==> src/rtl/inst_ram_loader_pkg.sv <==
// Shared constants for the instruction RAM loader: FSM encoding, RAM geometry
// and the word-count clamp.
package inst_ram_loader_pkg;

    localparam int INST_ADDR_W    = 6;
    localparam int INST_WORD_W    = 32;
    localparam int INST_WORDS     = 64;
    localparam int BYTES_PER_WORD = 4;

    localparam logic [INST_ADDR_W:0] MAX_WORDS = (INST_ADDR_W+1)'(INST_WORDS);

    localparam logic [1:0] ST_IDLE  = 2'd0;
    localparam logic [1:0] ST_RECV  = 2'd1;
    localparam logic [1:0] ST_WRITE = 2'd2;
    localparam logic [1:0] ST_DONE  = 2'd3;

    // Requests larger than the RAM load the whole RAM rather than wrapping.
    function automatic logic [INST_ADDR_W:0] clamp_words(input logic [INST_ADDR_W:0] lw);
        return (lw > MAX_WORDS) ? MAX_WORDS : lw;
    endfunction

endpackage

==> src/rtl/inst_ram_loader_if.sv <==
// Byte-stream, RAM-write and status signals of the instruction RAM loader.
interface inst_ram_loader_if import inst_ram_loader_pkg::*; ();

    logic                   start;
    logic [INST_ADDR_W:0]   load_words;
    logic                   byte_valid;
    logic [7:0]             byte_data;
    logic                   byte_ready;
    logic                   ram_we;
    logic [INST_ADDR_W-1:0] ram_addr;
    logic [INST_WORD_W-1:0] ram_din;
    logic                   busy;
    logic                   cpu_hold;
    logic                   done;
    logic [INST_WORD_W-1:0] checksum;

    modport slave (
        input  start, load_words, byte_valid, byte_data,
        output byte_ready, ram_we, ram_addr, ram_din, busy, cpu_hold, done, checksum
    );

    modport master (
        output start, load_words, byte_valid, byte_data,
        input  byte_ready, ram_we, ram_addr, ram_din, busy, cpu_hold, done, checksum
    );

endinterface

==> src/rtl/inst_ram_loader_word_assembler.sv <==
// Packs four stream bytes into one big-endian instruction word; the first
// byte of a word ends up in bits 31:24.
module inst_ram_loader_word_assembler import inst_ram_loader_pkg::*; (
    input  logic                   clk,
    input  logic                   rst,
    input  logic                   clr,
    input  logic                   xfer,
    input  logic [7:0]             byte_data,
    output logic [INST_WORD_W-1:0] word,
    output logic                   word_valid
);

    logic [INST_WORD_W-9:0] shift_q;
    logic [1:0]             byte_cnt_q;

    // Shift accepted bytes in from the bottom; clr drops any partial word.
    always_ff @(posedge clk or posedge rst) begin
        if (rst) begin
            shift_q    <= '0;
            byte_cnt_q <= '0;
        end else if (clr) begin
            shift_q    <= '0;
            byte_cnt_q <= '0;
        end else if (xfer) begin
            shift_q    <= {shift_q[INST_WORD_W-17:0], byte_data};
            byte_cnt_q <= byte_cnt_q + 2'd1;
        end
    end

    // The completed word is presented in the same cycle as its last byte.
    assign word       = {shift_q, byte_data};
    assign word_valid = xfer && (byte_cnt_q == 2'(BYTES_PER_WORD - 1));

endmodule

==> src/rtl/inst_ram_loader.sv <==
// Loads a byte stream into the instruction RAM word by word, holding the CPU
// in reset until the whole program image has been written.
module inst_ram_loader import inst_ram_loader_pkg::*; #(
    parameter int ADDR_W = INST_ADDR_W,
    parameter int WORD_W = INST_WORD_W
) (
    input  logic             clk,
    input  logic             rst,
    inst_ram_loader_if.slave bus
);

    logic [1:0]        state_q;
    logic [ADDR_W:0]   n_q;
    logic [ADDR_W-1:0] word_idx_q;
    logic [ADDR_W-1:0] ram_addr_q;
    logic [WORD_W-1:0] ram_din_q;
    logic [WORD_W-1:0] checksum_q;
    logic              zero_q;
    logic              xfer;
    logic              asm_clr;
    logic [WORD_W-1:0] asm_word;
    logic              asm_word_valid;

    assign xfer    = bus.byte_valid && (state_q == ST_RECV);
    assign asm_clr = (state_q == ST_IDLE) && bus.start;

    inst_ram_loader_word_assembler u_asm (
        .clk        (clk),
        .rst        (rst),
        .clr        (asm_clr),
        .xfer       (xfer),
        .byte_data  (bus.byte_data),
        .word       (asm_word),
        .word_valid (asm_word_valid)
    );

    // Sequencing FSM with the word address counter and the running checksum.
    // A zero-length load spends one settle cycle in DONE (zero_q) so its done
    // pulse lands two cycles after start, with no RAM traffic.
    always_ff @(posedge clk or posedge rst) begin
        if (rst) begin
            state_q    <= ST_IDLE;
            n_q        <= '0;
            word_idx_q <= '0;
            ram_addr_q <= '0;
            ram_din_q  <= '0;
            checksum_q <= '0;
            zero_q     <= 1'b0;
        end else begin
            case (state_q)
                ST_IDLE: begin
                    if (bus.start) begin
                        checksum_q <= '0;
                        if (bus.load_words != '0) begin
                            n_q        <= clamp_words(bus.load_words);
                            word_idx_q <= '0;
                            state_q    <= ST_RECV;
                        end else begin
                            zero_q  <= 1'b1;
                            state_q <= ST_DONE;
                        end
                    end
                end
                ST_RECV: begin
                    if (asm_word_valid) begin
                        ram_din_q  <= asm_word;
                        ram_addr_q <= word_idx_q;
                        state_q    <= ST_WRITE;
                    end
                end
                ST_WRITE: begin
                    checksum_q <= checksum_q + ram_din_q;
                    if ({1'b0, word_idx_q} == n_q - 1'b1) begin
                        state_q <= ST_DONE;
                    end else begin
                        word_idx_q <= word_idx_q + 1'b1;
                        state_q    <= ST_RECV;
                    end
                end
                default: begin
                    if (zero_q) begin
                        zero_q <= 1'b0;
                    end else begin
                        state_q <= ST_IDLE;
                    end
                end
            endcase
        end
    end

    // Outputs decode from state so reset removes them without a clock edge.
    assign bus.byte_ready = (state_q == ST_RECV);
    assign bus.ram_we     = (state_q == ST_WRITE);
    assign bus.ram_addr   = ram_addr_q;
    assign bus.ram_din    = ram_din_q;
    assign bus.busy       = (state_q != ST_IDLE);
    assign bus.cpu_hold   = (state_q != ST_IDLE);
    assign bus.done       = (state_q == ST_DONE) && !zero_q;
    assign bus.checksum   = checksum_q;

endmodule

==> src/flat_wrapper.sv <==
// flat-port wrapper written by rule: the top's interface ports become plain ports
module inst_ram_loader_flat import inst_ram_loader_pkg::*;
#(
    parameter int ADDR_W = INST_ADDR_W,
    parameter int WORD_W = INST_WORD_W
)
  (clk, rst, bus_start, bus_load_words, bus_byte_valid, bus_byte_data, bus_byte_ready, bus_ram_we, bus_ram_addr, bus_ram_din, bus_busy, bus_cpu_hold, bus_done, bus_checksum);
  inst_ram_loader_if bus_i ();
  input  logic clk;
  input  logic rst;
  input wire logic [$bits(bus_i.start)-1:0] bus_start;
  input wire logic [$bits(bus_i.load_words)-1:0] bus_load_words;
  input wire logic [$bits(bus_i.byte_valid)-1:0] bus_byte_valid;
  input wire logic [$bits(bus_i.byte_data)-1:0] bus_byte_data;
  output wire logic [$bits(bus_i.byte_ready)-1:0] bus_byte_ready;
  output wire logic [$bits(bus_i.ram_we)-1:0] bus_ram_we;
  output wire logic [$bits(bus_i.ram_addr)-1:0] bus_ram_addr;
  output wire logic [$bits(bus_i.ram_din)-1:0] bus_ram_din;
  output wire logic [$bits(bus_i.busy)-1:0] bus_busy;
  output wire logic [$bits(bus_i.cpu_hold)-1:0] bus_cpu_hold;
  output wire logic [$bits(bus_i.done)-1:0] bus_done;
  output wire logic [$bits(bus_i.checksum)-1:0] bus_checksum;
  assign bus_i.start = bus_start;
  assign bus_i.load_words = bus_load_words;
  assign bus_i.byte_valid = bus_byte_valid;
  assign bus_i.byte_data = bus_byte_data;
  assign bus_byte_ready = bus_i.byte_ready;
  assign bus_ram_we = bus_i.ram_we;
  assign bus_ram_addr = bus_i.ram_addr;
  assign bus_ram_din = bus_i.ram_din;
  assign bus_busy = bus_i.busy;
  assign bus_cpu_hold = bus_i.cpu_hold;
  assign bus_done = bus_i.done;
  assign bus_checksum = bus_i.checksum;
  inst_ram_loader #(.ADDR_W(ADDR_W), .WORD_W(WORD_W)) u_core (.clk(clk), .rst(rst), .bus(bus_i));
endmodule
==> config.mk <==
export PLATFORM = sky130hd
export DESIGN_NAME = inst_ram_loader_flat
export DESIGN_NICKNAME = d
export VERILOG_FILES = /design/src/rtl/inst_ram_loader_pkg.sv /design/src/rtl/inst_ram_loader_if.sv /design/src/rtl/inst_ram_loader_word_assembler.sv /design/src/rtl/inst_ram_loader.sv /design/src/flat_wrapper.sv
export SDC_FILE = /design/constraint.sdc
export NUM_CORES = 1
export LEC_CHECK = 0
export BUFFER_PORTS_ARGS = -buffer_cell sky130_fd_sc_hd__buf_2
export CAP_MARGIN = 20
export CORE_MARGIN = 2
export CORE_UTILIZATION = 45
export DETAILED_ROUTE_END_ITERATION = 10
export PLACE_DENSITY_LB_ADDON = 0.05
export SYNTH_ARGS = -nofsm -noshare
export SYNTH_HDL_FRONTEND = slang
export SYNTH_SLANG_ARGS = --single-unit
==> constraint.sdc <==
create_clock -name clk -period 5.58 [get_ports clk]
set_input_delay 0.279 -clock clk [delete_from_list [all_inputs] [get_ports clk]]
set_output_delay 0.279 -clock clk [all_outputs]
set_load 0.02 [all_outputs]
Yosys cells after proc, flatten, opt, wreduce, memory -nomap -nowiden

Index checks and enable logic that the tools add are counted.

Output and inout port bits: 75
Input bits: 19
Logic and storage cells: 63
Flip-flop bits (word level): 112

Bitwise logic cells: 1
Magnitude comparators: 1
Reductions and logical operators: 17
Muxes and demuxes: 20
$add $sub $neg: 4
Equal/unequal tests: 11

Operator list:

| operator              | count |
|---|---|
| $pmux W32 S2          | 1 |
| $mux W24              | 2 |
| $add A32 B32 Y32      | 1 |
| $mux W32              | 1 |
| $mux W6               | 3 |
| $mux W2               | 7 |
| $pmux W6 S2           | 1 |
| $reduce_and A3 Y1     | 3 |
| $ne A2 B2 Y1 const B  | 4 |
| $eq A6 B7 Y1          | 1 |
| $gt A7 B7 Y1 const B  | 1 |
| $mux W7               | 1 |
| $reduce_bool A7 Y1    | 1 |
| $sub A7 B1 Y7 const B | 1 |
| $add A6 B1 Y6 const B | 1 |
| $eq A2 B2 Y1 const B  | 3 |
| $pmux W2 S3           | 1 |
| $reduce_bool A2 Y1    | 3 |
| $logic_and A1 B1 Y1   | 4 |
| $ne A4 B4 Y1 const B  | 1 |
| $reduce_and A2 Y1     | 2 |
| $reduce_and A4 Y1     | 1 |
| $add A2 B1 Y2 const B | 1 |
| $eq A2 B1 Y1 const B  | 1 |
| other kinds (7)       | 8 |

Depth between registers and ports, before layout

Depth in word-level cells: 5
Gate-level depth with buffers: 12
Gate-level depth less buffers: 12

Modules after synthesis

Synthesis repeated with hierarchy kept, for this count alone.

Cell total of the unflattened synthesis: 649
Area, all modules: 6,505.0 um^2

Modules (own cells, without submodules):

| module                         | area an instance (um^2) | cells an instance | times used |
|---|---|---|---|
| inst_ram_loader                | 5,346.4                 | 554               | 1 |
| inst_ram_loader_word_assembler | 1,158.6                 | 95                | 1 |

Worst setup path before layout

OpenSTA, ideal clock, no wires.

Path kind: register to register
From: register u_core.checksum_q[0] (netlist: u_core.bus.checksum[0])
To: register u_core.checksum_q[18] (netlist: u_core.bus.checksum[18])
Path slack: 2.891 ns
Clock period less this slack: 2.689 ns
Buffers on the path: 0
Data arrival time: 2.561 ns
Cell stages (with the launch flop): 13
Setup time: 0.129 ns
Cells stage by stage: dfrtp_1 > ha_1 > inv_1 > fa_1 > nand2b_1 > a21oi_1 > o31ai_1 > o21a_1 > o21ai_1 > a2111oi_0 > o31ai_1 > xnor2_1 > o21ai_1

Word-level cells in the longest chain between the ends: 2

Ends and longest elaborated chain:

| what                   | line                  | RTL |
|---|---|---|
| start, declared        | inst_ram_loader.sv:17 | `logic [WORD_W-1:0] checksum_q;` |
| start signal, assigned | inst_ram_loader.sv:72 | `checksum_q <= checksum_q + ram_din_q;` |
| $add A32 B32 Y32       | inst_ram_loader.sv:72 |  |
| $pmux W32 S2           | inst_ram_loader.sv:50 | `case (state_q)` |

Every way passes these cells.
A chain may end at the register's enable or synchronous reset.

Final worst setup path

From: register u_core.state_q[1]
To: register u_core.state_q[1]

Word-level cells in the longest chain between the ends: 5
Elaborated cells between the ends (all ways): 10

Ends and longest elaborated chain:

| what                               | line                                         | RTL |
|---|---|---|
| start, declared                    | inst_ram_loader.sv:12                        | `logic [1:0] state_q;` |
| start signal, assigned             | inst_ram_loader.sv:42                        | `state_q <= ST_IDLE;` |
| start signal, assigned             | inst_ram_loader.sv:57                        | `state_q <= ST_RECV;` |
| start signal, assigned             | inst_ram_loader.sv:60                        | `state_q <= ST_DONE;` |
| $eq A2 B1 Y1                       | inst_ram_loader.sv:24, inst_ram_loader.sv:50 |  |
| $logic_and A1 B1 Y1                | inst_ram_loader.sv:24                        | `assign xfer = bus.byte_valid && (state_q == ST_RECV);` |
| $logic_and A1 B1 Y1                | inst_ram_loader_word_assembler.sv:32         | `assign word_valid = xfer && (byte_cnt_q == 2'(BYTES_PER_WORD - 1));` |
| $ne A2 B1 Y1 (no source line)      | -                                            |  |
| $reduce_and A3 Y1 (no source line) | -                                            |  |

Parallel ways exist; a longest one is shown, timed or not.

==> results_dict.tcl <==
set metrics [dict create \
    skew_ns 0.00983 \
    p_leak_nw 3.61 \
    rsz0062_at_grt "no" \
    powerDensity_nw_per_um2 371 \
    grt_max_degree 65 \
    synthArstFlopShare_pct 100 \
    timing.fmax_ghz 0.320 \
    arrival_ns 3.37 \
    hold_buffers 0 \
    cts_resized 0 \
    die_area_sq_um 14700 \
    cp-end-kind "register" \
    r2r_setup_slack_ns 2.45 \
    hold_path_class "input port to asynchronous set/reset pin" \
    crit_type "register to register" \
    synthFlopType "dfrtp_1" \
    synthToLayoutAreaGrowth_pct 15.3 \
    die_w_um 121 \
    finalMaxSlewViolations 0 \
    syn_area_sq_um 6180 \
    avgRoutedWirePerCell_um 16.3 \
    yosysSeqAreaShare_pct 45.4 \
    ys_ff_latch 112 \
    netlist.area_leader.share_pct 45.4 \
    grt_antenna_before_repair 1 \
    finalNetCount 790 \
    detail_route.vias_per_cell 5.50 \
    cp.required_ns 5.82 \
    cts_num_sinks 112 \
    synth-edff-count 0 \
    clk_latency_ns 0.36 \
    layout_commonest_cell "nand2_1" \
    cts_tree "yes" \
    placed_cells 897 \
    hpwl_um 10900 \
    vias 5025 \
    final_cell_mix "nand2_1, dfrtp_1, buf_2" \
    grt_pass1_wl_um 24300 \
    path_clk_slew_ns 0.07 \
    rr_startpoint "u_core.state_q[1]" \
    reg2reg_to "u_core.state_q[1]" \
    critPathLaunch "u_core.state_q[1]" \
    peakVddDrop_uv 175 \
    track_usage_pct 21.3 \
    reg2reg_depth 7 \
    period_needed_ns 3.13 \
    hold_viol_final 0 \
    crit_path_max_fanout 41 \
    overflow 0 \
    first_pass_iters 4 \
    yosysTopAreaCell "dfrtp_1" \
    die_h_um 121 \
    critPathLaunchType "register" \
    yosysWarnings 0 \
    core_sq_um 13300 \
    synthCells 652 \
    route.detailed.drc 0 \
    avgSynthCellArea_sq_um 9.48 \
    drtAntennaViolNets 0 \
    tightest_slew_ns 0.989 \
    outcome "complete, no violations" \
    grt_pass1_vias 4824 \
    fin_crit_sh_pct 56.0 \
    layoutNonFillerInstCount 914 \
    start_util_pct 46.3 \
    finalSetupTns_ns 0 \
    drive_above_1_share_pct 21.3 \
    rows 42 \
    routed_wl_um 14900 \
    relSlewSlack_pct 33.9 \
    ios 94 \
    max-cap-violations 0 \
    drt_iter0_drc 298 \
    syn_nets 710 \
    setup_viol 0 \
    root_buffer "clkbuf_16" \
    post-cts-setup-buffers 0 \
    yosysUniqueCellTypes 49 \
    routabilityCongestion 0.880 \
    htreeDepth 3 \
    ctsLongestPathBuffers 2 \
    place.port_buffers 93 \
    synth_area_leaders "dfrtp_1, ha_1, nand2_1" \
    cts_buffers 9 \
]
-- area by class of cell --
cell class                 instances  area [sq um]
multi-input combinational        493          3200
tap                              176           220
timing repair buffer              96           488
fill                            1271          6220
sequential                       112          2800
inverter                          20          77.6
clock buffer                      12           256
clock inverter                     4          76.3
antenna                            1          2.50
-- synth_stat cells (2+ instances only) --
| library cell | count |
|---|---|
| a211oi_1 | 4 |
| a21o_1 | 15 |
| a21oi_1 | 58 |
| a22o_1 | 5 |
| a31oi_1 | 5 |
| a32o_1 | 3 |
| a32oi_1 | 2 |
| a41oi_1 | 2 |
| and2_1 | 8 |
| buf_1 | 7 |
| clkbuf_1 | 19 |
| dfrtp_1 | 112 |
| ha_1 | 38 |
| inv_1 | 20 |
| mux2_2 | 38 |
| nand2_1 | 116 |
| nand2b_1 | 6 |
| nand3_1 | 19 |
| nand4_1 | 4 |
| nor2_1 | 34 |
| nor2b_1 | 4 |
| nor3_1 | 5 |
| nor3b_1 | 2 |
| nor4_1 | 2 |
| o211ai_1 | 2 |
| o21a_1 | 4 |
| o21ai_0 | 49 |
| o21ai_1 | 3 |
| o21bai_1 | 3 |
| o31ai_1 | 9 |
| or2_2 | 2 |
| xnor2_1 | 19 |
| xor2_1 | 17 |
-- per-stage QoR --
step	utilization [%]	area, sq um	power, mW	hold WS, ns	setup slack (ns)
after floorplan	-	6180	1.69	0.410	2.34
after global placement	50.9	6790	1.92	0.488	2.58
after detailed placement	50.9	6790	1.95	0.490	2.42
after CTS	53.4	7120	2.67	0.129	2.40
after global routing	53.4	7120	2.82	0.171	2.17
final	53.4	7130	2.65	0.0939	2.45
-- state kept, by name, indices dropped and copies added (netlist names) --
signal,flops
u_core.state_q,2
u_core.n_q,7
u_core.u_asm.shift_q,24
u_core.bus.checksum,32
u_core.bus.ram_din,32
u_core.u_asm.byte_cnt_q,2
u_core.zero_q,1
u_core.word_idx_q,6
u_core.bus.ram_addr,6
-- how the worst max path moves through the flow --
stage	cells after the start	slack, ns	endpoint
final	7	2.45	u_core.state_q[1]
after global routing	7	2.17	u_core.state_q[1]
after CTS	7	2.40	u_core.state_q[1]
after detailed placement	7	2.42	u_core.state_q[1]
after global placement	7	2.58	u_core.state_q[1]
after floorplan	1	2.34	u_core.bus.checksum[0]
-- power breakdown --
| group | leakage [nW] | internal [mW] | switching (mW) |
|---|---|---|---|
| clock | 0.159 | 0.420 | 0.302 |
| sequential | 1.53 | 0.957 | 0.140 |
| combinational | 1.91 | 0.307 | 0.520 |
-- worst max-delay path, stage by stage, from the launching register on --
cell and delay (ns):
dfrtp_1 0.43, inv_1 0.10, ha_1 0.26, and2_1 0.77, nand2_2 0.77, o31ai_1 0.49
a22oi_1 0.11, o41ai_1 0.08
-- cells by family (layout without fill, tap and decap cells) --
family / count (synthesis) / count (layout) / synth area share [%]
adders and majority gates: 39 / 39 / 8.02
AOI/OAI and AO/OA: 174 / 174 / 17.3
muxes: 38 / 38 / 6.93
and+or+nand+nor: 206 / 206 / 14.4
other: 0 / 1 / 0
buffers and inverters: 47 / 132 / 2.92
xor gates and xnor gates: 36 / 36 / 5.10
DFF: 112 / 112 / 45.4
-- layer usage --
layer / up-vias / wire length (um) / part of all wire (%) / GRT usage, %
met5: - / 0 / 0 / 0
met4: 0 / 351 / 2.4 / 8.33
met3: 25 / 659 / 4.4 / 3.81
met2: 121 / 6850 / 46 / 33.6
met1: 2416 / 7040 / 47 / 29.1
li1: 2463 / - / - / -
(Power assumes the default switching activity.)
